[config.mk]
export PLATFORM = sky130hd
export DESIGN_NAME = instr_fetch_unit
export DESIGN_NICKNAME = d
export VERILOG_FILES = /design/src/rtl/instr_fetch_unit.sv
export SDC_FILE = /design/constraint.sdc
export NUM_CORES = 1
export LEC_CHECK = 0
export BUFFER_PORTS_ARGS = -buffer_cell sky130_fd_sc_hd__buf_2
export CORE_MARGIN = 2
export CORE_UTILIZATION = 45
export DETAILED_ROUTE_END_ITERATION = 10
export GPL_TIMING_DRIVEN = 0
export PLACE_DENSITY_LB_ADDON = 0.08
export SLEW_MARGIN = 20
export SYNTH_ARGS = -nofsm -noshare
export SYNTH_HDL_FRONTEND = slang
export SYNTH_SLANG_ARGS = --single-unit
[constraint.sdc]
create_clock -name clock -period 3.65 [get_ports clock]
set_input_delay 0.5475 -clock clock [delete_from_list [all_inputs] [get_ports clock]]
set_output_delay 0.5475 -clock clock [all_outputs]
set_load 0.02 [all_outputs]
[src/rtl/instr_fetch_unit.sv]
// instr_fetch_unit
// Holds the program counter, fetches instruction words from instruction memory
// with a req/ack handshake, presents the latched IR with a valid flag to the
// control unit, and applies the control unit's next-PC selection.
//
// Parameters:
//   RESET_PC  PC loaded on reset
//   TIMEOUT   cycles in REQ without mem_ack before a timeout fault (1..255)
//
// Ports:
//   clock, reset            rising-edge clock, synchronous active-high reset
//   pc_sel, pc_load         next-PC select (HOLD/PLUS4/JUMP/IN) applied on pc_load in VALID
//   k, pc_in                signed word offset for JUMP, register target for IN
//   mem_req, mem_addr       fetch request and address (= pc)
//   mem_ack, mem_rdata      memory data valid and instruction word
//   IR, ir_valid            latched instruction and its valid flag
//   pc, pc_plus4            current PC and link value
//   fault, fault_code       sticky fault flag, cause (01 timeout, 10 misaligned)
//
// Build option: define IFU_ALIGN_CHECK_EN to trap PCs with pc[1:0] != 0.

module instr_fetch_unit #(
  parameter logic [31:0] RESET_PC = 32'h0000_0000,
  parameter int unsigned TIMEOUT  = 15
) (
  input  logic        clock,
  input  logic        reset,
  input  logic [1:0]  pc_sel,
  input  logic        pc_load,
  input  logic [31:0] k,
  input  logic [31:0] pc_in,
  output logic        mem_req,
  output logic [31:0] mem_addr,
  input  logic        mem_ack,
  input  logic [31:0] mem_rdata,
  output logic [31:0] IR,
  output logic        ir_valid,
  output logic [31:0] pc,
  output logic [31:0] pc_plus4,
  output logic        fault,
  output logic [1:0]  fault_code
);

  localparam int unsigned CNT_W = 8;
  localparam logic [CNT_W-1:0] TIMEOUT_LAST = CNT_W'(TIMEOUT - 1);

  localparam logic [1:0] SEL_HOLD  = 2'b00;
  localparam logic [1:0] SEL_PLUS4 = 2'b01;
  localparam logic [1:0] SEL_JUMP  = 2'b10;
  localparam logic [1:0] SEL_IN    = 2'b11;

  localparam logic [1:0] CODE_NONE      = 2'b00;
  localparam logic [1:0] CODE_TIMEOUT   = 2'b01;
  localparam logic [1:0] CODE_MISALIGN  = 2'b10;

  typedef enum logic [1:0] {
    ST_IDLE  = 2'b00,
    ST_REQ   = 2'b01,
    ST_VALID = 2'b10,
    ST_FAULT = 2'b11
  } state_t;

  state_t           state;
  state_t           state_next;
  logic [CNT_W-1:0] wait_cnt;
  logic [31:0]      pc_target;
  logic             boot_trap;
  logic             load_trap;
  logic             do_load;

  // PC-derived outputs: no combinational path from any input
  assign mem_addr = pc;
  assign pc_plus4 = pc + 32'd4;

  // A pc_load that actually moves the PC (HOLD stays in VALID without refetch)
  assign do_load = (state == ST_VALID) && pc_load && (pc_sel != SEL_HOLD);

  // Candidate next PC; k<<2 drops k[31:30], all math wraps modulo 2^32
  always_comb begin
    pc_target = pc;
    case (pc_sel)
      SEL_HOLD:  pc_target = pc;
      SEL_PLUS4: pc_target = pc_plus4;
      SEL_JUMP:  pc_target = pc + (k << 2);
      SEL_IN:    pc_target = pc_in;
      default:   pc_target = pc;
    endcase
  end

`ifdef IFU_ALIGN_CHECK_EN
  assign boot_trap = (pc[1:0] != 2'b00);
  assign load_trap = (pc_target[1:0] != 2'b00);
`else
  assign boot_trap = 1'b0;
  assign load_trap = 1'b0;
`endif

  // State register
  always_ff @(posedge clock) begin
    if (reset) begin
      state <= ST_IDLE;
    end else begin
      state <= state_next;
    end
  end

  // Next-state logic; ack wins over timeout on the same edge
  always_comb begin
    state_next = state;
    case (state)
      ST_IDLE: begin
        state_next = boot_trap ? ST_FAULT : ST_REQ;
      end
      ST_REQ: begin
        if (mem_ack) begin
          state_next = ST_VALID;
        end else if (wait_cnt == TIMEOUT_LAST) begin
          state_next = ST_FAULT;
        end
      end
      ST_VALID: begin
        if (do_load) begin
          state_next = load_trap ? ST_FAULT : ST_REQ;
        end
      end
      ST_FAULT: begin
        state_next = ST_FAULT;
      end
      default: begin
        state_next = ST_IDLE;
      end
    endcase
  end

  // Output decode from the registered state
  always_comb begin
    mem_req  = 1'b0;
    ir_valid = 1'b0;
    fault    = 1'b0;
    case (state)
      ST_REQ:   mem_req  = 1'b1;
      ST_VALID: ir_valid = 1'b1;
      ST_FAULT: fault    = 1'b1;
      default:  ;
    endcase
  end

  // Datapath: PC, IR, wait counter and fault cause
  always_ff @(posedge clock) begin
    if (reset) begin
      pc         <= RESET_PC;
      IR         <= 32'h0000_0000;
      wait_cnt   <= '0;
      fault_code <= CODE_NONE;
    end else begin
      if (do_load) begin
        pc <= pc_target;
      end

      if (state == ST_REQ && mem_ack) begin
        IR <= mem_rdata;
      end

      if (state == ST_REQ && !mem_ack) begin
        wait_cnt <= wait_cnt + CNT_W'(1);
      end else begin
        wait_cnt <= '0;
      end

      // Cause is captured once, on the transition into FAULT
      if (state != ST_FAULT && state_next == ST_FAULT) begin
        fault_code <= (state == ST_REQ) ? CODE_TIMEOUT : CODE_MISALIGN;
      end
    end
  end

endmodule

# Word-level counts from Yosys, hierarchy flattened
# Cells that the tools add are included.
dict set report classes {
  n_addsub 3
  n_eq_ne 9
  n_mux 9
  bitwise 2
  reduce_logical 11
}
# operator count
set ops {}
lappend ops {{$pmux 32 s3} 1}
lappend ops {{$add 32x3->32 const B} 1}
lappend ops {{$add 32x32->32} 1}
lappend ops {{$eq 2x2->1 const B} 5}
lappend ops {{$add 8x1->8 const B} 1}
lappend ops {{$eq 8x4->1 const B} 1}
lappend ops {{$mux 2} 4}
lappend ops {{$pmux 2 s4} 1}
lappend ops {{$logic_and 1x1->1} 5}
lappend ops {{$eq 2x1->1 const B} 2}
lappend ops {{$logic_not 2->1} 2}
lappend ops {{$mux 1} 3}
lappend ops {{$ne 2x2->1 const B} 1}
lappend ops {{$not 1->1} 2}
lappend ops {{$reduce_and 2->1} 1}
lappend ops {{$reduce_bool 2->1} 1}
lappend ops {{$reduce_or 2->1} 1}
lappend ops {{$logic_not 1->1} 1}
dict set report totals {
  ff_bits 76
  in_bits 102
  output_inout_bits 133
  word_cells 39
}

# Depth between registers and ports, before layout
# Gate-level depths: netlist (run 1).
dict set report depth {
  word_depth 7
  ltp_mapped 10
  ltp_nobuf 10
}

# Worst setup path after synthesis (run 1)
# Ideal clock, no wire load.
dict set report synth_path {
  path_kind {input-to-reg}
  from {in k[0]}
  to {reg pc[30], in the netlist mem_addr[30]}
  setup_ps 103
  t_arrival_ps 2718
  required_ps 3547
  slack_ps 829
  stages 10
  n_path_buf 0
  cell_sequence {ha_1 -> fa_1 -> a211oi_1 -> o21ai_1 -> a31oi_1 -> o21ai_2 -> a31oi_2 -> mux2i_1 -> a21oi_1 -> a2111oi_2}
}
dict set report synth_between {
  elab_chain_len 2
}
# element line_no
set synth_lines {}
lappend synth_lines {{start: declaration} 30} ;# input logic [31:0] k,
lappend synth_lines {{$add 32x32->32} 84} ;# SEL_JUMP: pc_target = pc + (k << 2);
lappend synth_lines {{$pmux 32 s3} 81} ;# case (pc_sel)
lappend synth_lines {{end signal: assignment} 157} ;# pc <= pc_target;
lappend synth_lines {{end: declaration} 38} ;# output logic [31:0] pc,
# No other way between the ends.
# A chain may end at the register's enable or synchronous reset.

# Worst setup path after layout (run 1)
dict set report layout_path {
  from {reg pc[3], in the netlist mem_addr[3]}
  to {out pc_plus4[26]}
}
dict set report layout_between {
  elab_chain_len 1
}
# element line_no
set layout_lines {}
lappend layout_lines {{$add 32x3->32} 73} ;# assign pc_plus4 = pc + 32'd4;
lappend layout_lines {{end: declaration} 39} ;# output logic [31:0] pc_plus4,
# No other way between the ends.

==> results_dict.tcl, run 1 <==
set metrics [dict create \
    first_pass_iters 5 \
    synth_nets 931 \
    postCtsHoldBufs 0 \
    synth_top_area_frac 0.256 \
    fin_area_mm2 0.00765 \
    postSynthAreaPerCell_um2 7.47 \
    max_cap_viol_count 0 \
    drv_slew 0 \
    fin_util 0.599 \
    critPathLaunchType "flip-flop" \
    crit_buf_inv 1 \
    crit_slowest_cell "dfxtp_1" \
    grt_start_max_net_pins 16 \
    cts_buffer_depth 2 \
    p_per_area_mw_per_mm2 305 \
    critPathMaxFanout 8 \
    post_cts_buffers 0 \
    hold_viol_final 0 \
    met2_length_um 9300 \
    rows 41 \
    relSlewSlack 0.539 \
    diodes 0 \
    area_delta_synth_final_pct 28.6 \
    ant_nets 0 \
    cp-startpoint "mem_addr[3]" \
    drt_first_iter_violations 430 \
    wl_met3_um 1700 \
    hp-start "mem_rdata[12]" \
    critPathArrivalTime_ns 2.68 \
    grt_pass1_vias 5911 \
    dieArea_mm2 0.0141 \
    crit_family "simple AND/OR/NAND/NOR gates" \
    cts-root-buf "clkbuf_16" \
    fmax_ghz 0.310 \
    drcViolationCount 0 \
    crit_end "pc_plus4[26]" \
    worst_setup_path_end_kind "output port" \
    cp.depth 7 \
    p_seq_frac 0.378 \
    core-area_mm2 0.0128 \
    r2r_slack_ns 0.43 \
    skew_ns 0.00497 \
    p_clk_frac 0.428 \
    num_io_pins 235 \
    clock_sinks 76 \
    die_height_um 119 \
    rr_endpoint "mem_addr[30]" \
    min_period_ns 3.23 \
    rsz0062_at_grt "false" \
    routed_via_density 5.46 \
    drive_above_1_share 0.303 \
    switchingPower_uw 690 \
    finalSetupViolCount 0 \
    wl_per_cell_um 16.5 \
    path_cells "ha_1, nand3_1, nor3_4, nand3_2, nor3_1, xnor2_1, buf_2" \
    cp.required_ns 3.10 \
    hold_path_class "primary input to flip-flop" \
    worstMarginPinSlew_ns 0.689 \
    synth.area.top_cells "dfxtp_1 26%, nand2_1 7.5%, a21oi_1 7.0%, ha_1 6.7%, xnor2_1 5.0%" \
    async_reset_ff_frac 0 \
    cts_buffers 9 \
    grt.total_usage 0.269 \
    synth_edf_count 0 \
    dr_total_vias 6630 \
    synthCells 796 \
    wl_um 20000 \
    ys_seq_area_frac 0.256 \
    synth_top_area_cell "dfxtp_1" \
    die_w_um 119 \
    cts.clk_slew.worst_paths_ns 0.06 \
    slowest_delay_ns 0.49 \
    yosysWarnings 0 \
    cts_resized 0 \
    ys_ff_latch 76 \
    place_hpwl_um 15600 \
    wl_met1_um 8580 \
    critical_path_class "flip-flop to output port" \
    ys_types 76 \
    internal_power_uw 1650 \
    p_leak_uw 0.00376 \
    synthFlopType "dfxtp_1" \
    r2r-start "mem_addr[2]" \
    vdd_drop_max_v 0.000227 \
    fin_crit_sh 0.884 \
    grt_pass1_wl_um 30500 \
    reg2reg_depth 10 \
    start_util 0.465 \
    antenna_found_initial 0 \
    switching_share 0.296 \
    io_buffer_count 231 \
    outcome "completed" \
    setup_tns_ns 0 \
    clk_latency_ns 0.34 \
    placed_cell_area_mm2 0.00732 \
    netlist_area_mm2 0.00595 \
    cts-htree-levels 3 \
    p_comb_frac 0.195 \
    cts_tree "built" \
    grt-ovfl-total 0 \
    globalplace.congestion 0.961 \
    top_layer_used "met4" \
    fin_nets 1173 \
]
## flip-flops by register name (all words and copies together) (netlist names)
register and cells:
wait_cnt 8, mem_addr 32, fault_code 2, IR 32, state 2
## placed cells by master, fill, tap and decap left out, drive strengths merged, types with 4 or more instances in the layout
cell type / n
buf: 273
a221oi: 4
nand3: 24
xor2: 22
clkbuf: 47
o21ai: 48
a211oi: 6
nand4: 5
ha: 32
xnor2: 35
o22ai: 8
a31oi: 11
a21oi: 84
inv: 21
and3: 28
o211ai: 16
nor4: 5
dfxtp: 76
and2: 4
nand2b: 6
mux2i: 5
a22oi: 11
nand2: 120
a21o: 15
o21bai: 4
o21a: 8
nor2: 67
nor3: 14
## cell usage after synthesis (all sizes together) (8+ instances only)
cell type and instances:
buf 42, xor2 22, ha 32, o22ai 8
xnor2 35, inv 17, a21o 15, o21ai 48
clkbuf 38, a31oi 11, and3 28, dfxtp 76
nand2 120, nand3 24, a21oi 84, o21a 8
o211ai 16, a22oi 11, nor2 67, nor3 14
## cells by family after synthesis
group,count (synthesis),synth area share
AOI/OAI and AO/OA,240,0.257
xor gates and xnor gates,57,0.0852
adders and majority gates,33,0.0707
buffers and inverters,97,0.0907
DFF,76,0.256
muxes,5,0.00842
and+or+nand+nor,288,0.232
## layer usage
metal | up-vias | track usage
li1 | 3284 | -
met1 | 3014 | 0.354
met2 | 297 | 0.448
met3 | 35 | 0.0565
met4 | 0 | 0.0685
met5 | - | 0
## tightest hold or removal path, stage by stage
cell and delay, ns:
buf_2 0.10, nand2_1 0.04, a21oi_1 0.05
## final cells by class
type                    instances  area [um2]
multi-input cells             623        3880
repair buffers                231        1160
clock inverters                 7         105
well taps                     172         215
inverters                      17        63.8
fillers                      1269        5130
flip-flops and latches         76        1520
clock buffers                   9         225
plain buffers                  80         475
## worst min-delay path by stage
stage	end	slack (ns)	cells past startpoint
floorplan	wait_cnt[0]	0.43	1
global placement	IR[7]	0.44	2
detailed placement	IR[3]	0.44	2
CTS	IR[15]	0.44	3
global route	IR[15]	0.43	3
finish	IR[12]	0.44	3
## power by group through the flow
stage / Sequential [uW] / Combinational, uW / Clock (uW)
2_1_floorplan: 927 / 257 / 0
5_1_grt: 886 / 496 / 1040
3_3_place_gp: 900 / 448 / 0
6_report: 883 / 454 / 999
3_5_place_dp: 901 / 450 / 0
4_1_cts: 882 / 452 / 1010
## metrics by stage
stage | instances | hold slack (ns) | setup slack, ns | total power (uW)
floorplan | 796 | 0.426 | 0.829 | 1180
global placement | 1199 | 0.440 | 0.252 | 1350
detailed placement | 1199 | 0.445 | 0.266 | 1350
CTS | 1215 | 0.435 | 0.417 | 2350
global route | 1215 | 0.434 | 0.252 | 2430
finish | 1215 | 0.439 | 0.423 | 2340
Note: power is estimated with default switching activity, not from simulation.
==> inputs of run 2 (changes only) <==
Settings changed: ABC_AREA set to 1.
==> results_dict.tcl, run 2 <==
set metrics [dict create \
    dr_total_vias 7701 \
    hp-start "fault_code[1]" \
    num_io_pins 235 \
    critical_path_class "flip-flop to output port" \
    min_period_ns 2.90 \
    cts_tree "built" \
    synthFlopType "dfxtp_1" \
    fin_ws_ns 0.746 \
    synth-simple-area-share 0.400 \
    globalplace.congestion 0.941 \
    wl_um 22800 \
    path_cells "ha_1, nand2_2, nor2_4, nand4_4, inv_2, nand2_1, xor2_1, buf_2" \
    drive_above_1_share 0.241 \
    wl_per_cell_um 14.9 \
    drcViolationCount 0 \
    cts-root-buf "clkbuf_16" \
    synth_compound_area_frac 0.129 \
    slowest_delay_ns 0.57 \
    dieArea_mm2 0.0155 \
    finalSetupViolCount 0 \
    cts_resized 0 \
    hold_path_class "flip-flop to flip-flop" \
    clock_sinks 76 \
    yosysMostFrequentCell "nand2_1" \
    setup_tns_ns 0 \
    fmax_ghz 0.344 \
    crit_slowest_cell "dfxtp_1" \
    die_height_um 125 \
    synth.area.top_cells "dfxtp_1 23%, nand2_1 21%, inv_1 8.0%, a21oi_1 7.9%, nand3_1 7.3%" \
    first_pass_iters 5 \
    critPathMaxFanout 8 \
    critPathArrivalTime_ns 2.36 \
    critPathLaunchType "flip-flop" \
    rows 44 \
    worstMarginPinSlew_ns 0.660 \
    diodes 0 \
    grt_pass1_vias 6713 \
    p_leak_uw 0.00446 \
    layout_common_cells "364 x nand2_1, 233 x buf_2, 140 x inv_1, 103 x a21oi_1, 95 x nand3_1" \
    dpl_worst_slack_ns 1.01 \
    start_util 0.456 \
    cts.clk_slew.worst_paths_ns 0.06 \
    routed_via_density 5.03 \
    ys_seq_area_frac 0.232 \
    synth_fa_ha_area_frac 0.0642 \
    synth_top_area_frac 0.232 \
    fin_area_mm2 0.00823 \
    placed_cell_area_mm2 0.00793 \
    max_cap_viol_count 0 \
    io_buffer_count 230 \
    drv_slew 0 \
    outcome "completed" \
    cp-startpoint "mem_addr[3]" \
    area_delta_synth_final_pct 25.8 \
    skew_ns 0.00755 \
    hold_viol_final 0 \
    async_reset_ff_frac 0 \
    grt_pass1_wl_um 35400 \
    total_power_uw 2400 \
    ys_ff_latch 76 \
    postSynthAreaPerCell_um2 5.95 \
    grt-ovfl-total 0 \
    r2r-start "mem_addr[10]" \
    vdd_drop_max_v 0.000235 \
    antenna_found_initial 0 \
    relSlewSlack 0.560 \
    postCtsHoldBufs 0 \
    post_cts_buffers 0 \
    clk_latency_ns 0.34 \
    cts_buffer_depth 2 \
    cp.required_ns 3.10 \
    cts_buffers 9 \
    synth_xor_area_frac 0.0323 \
    rsz0062_at_grt "false" \
    synth_edf_count 0 \
    ant_nets 0 \
    ys_top_cells_by_count "364 x nand2_1, 140 x inv_1, 103 x a21oi_1" \
    place_hpwl_um 18600 \
    drt_first_iter_violations 464 \
    yosysWarnings 0 \
    p_per_area_mw_per_mm2 292 \
    grt_start_max_net_pins 16 \
    synthCells 1100 \
    worst_setup_path_end_kind "output port" \
    final_common_cell "nand2_1" \
    synth_top_area_cell "dfxtp_1" \
    fin_crit_sh 0.796 \
    synth_nets 1235 \
    netlist_area_mm2 0.00655 \
    cts-htree-levels 3 \
    fin_nets 1476 \
    core-area_mm2 0.0144 \
    synth_top_family_by_area "simple AND/OR/NAND/NOR gates" \
    grt.total_usage 0.286 \
    ys_types 36 \
    fin_util 0.573 \
    synthMuxAreaShare 0 \
    die_w_um 125 \
]
[run 2: area by class of cell]
type                            count  area [um2]
Fill cell                        1524        6130
Multi-Input combinational cell    814        4090
Sequential cell                    76        1520
Timing Repair Buffer              230        1150
Inverter                          144         541
Buffer                             66         390
Tap cell                          184         230
Clock buffer                        9         225
Clock inverter                      7        82.6
[run 2: logic make-up after synthesis]
family / count (synthesis)
simple gates: 602
buf+inv: 210
compound gates: 160
flops: 76
fa+ha+maj: 33
xor+xnor: 19
[run 2: final timing paths]
| kind | endpoint | slack, ns | depth (start not counted) |
|---|---|---|---|
| worst max-delay path | pc_plus4[26] | 0.75 | 8 |
| worst min-delay path | fault_code[1] | 0.44 | 2 |
| worst max register to register | mem_addr[12] | 1.22 | 11 |
| worst min register to register | fault_code[1] | 0.44 | 2 |
[run 2: per-layer routing]
metal | GRT usage | vias to the layer above | routed length (um)
li1 | - | 3973 | -
met1 | 0.411 | 3372 | 10500
met2 | 0.440 | 321 | 9810
met3 | 0.0537 | 35 | 1890
met4 | 0.0773 | 0 | 550
met5 | 0 | - | 0
[run 2: critical path: cells and delay by family, from the launching register on]
kind	cells	cell delay [ns]
xor gates and xnor gates	1	0.24
DFF	1	0.57
buffers and inverters	2	0.39
and+or+nand+nor	4	0.51
adders and majority gates	1	0.30
[run 2: per-stage QoR]
stage,instances,hold WS [ns]
detailed placement,1514,0.426
finish,1530,0.436
CTS,1530,0.435
global route,1530,0.456
global placement,1514,0.424
floorplan,1100,0.441
[run 2: power breakdown]
part	total (uW)	internal, uW	switching [uW]	leakage (uW)
combinational	562	201	360	0.00370
sequential	906	863	42.5	0.000617
clock	935	542	393	0.000145
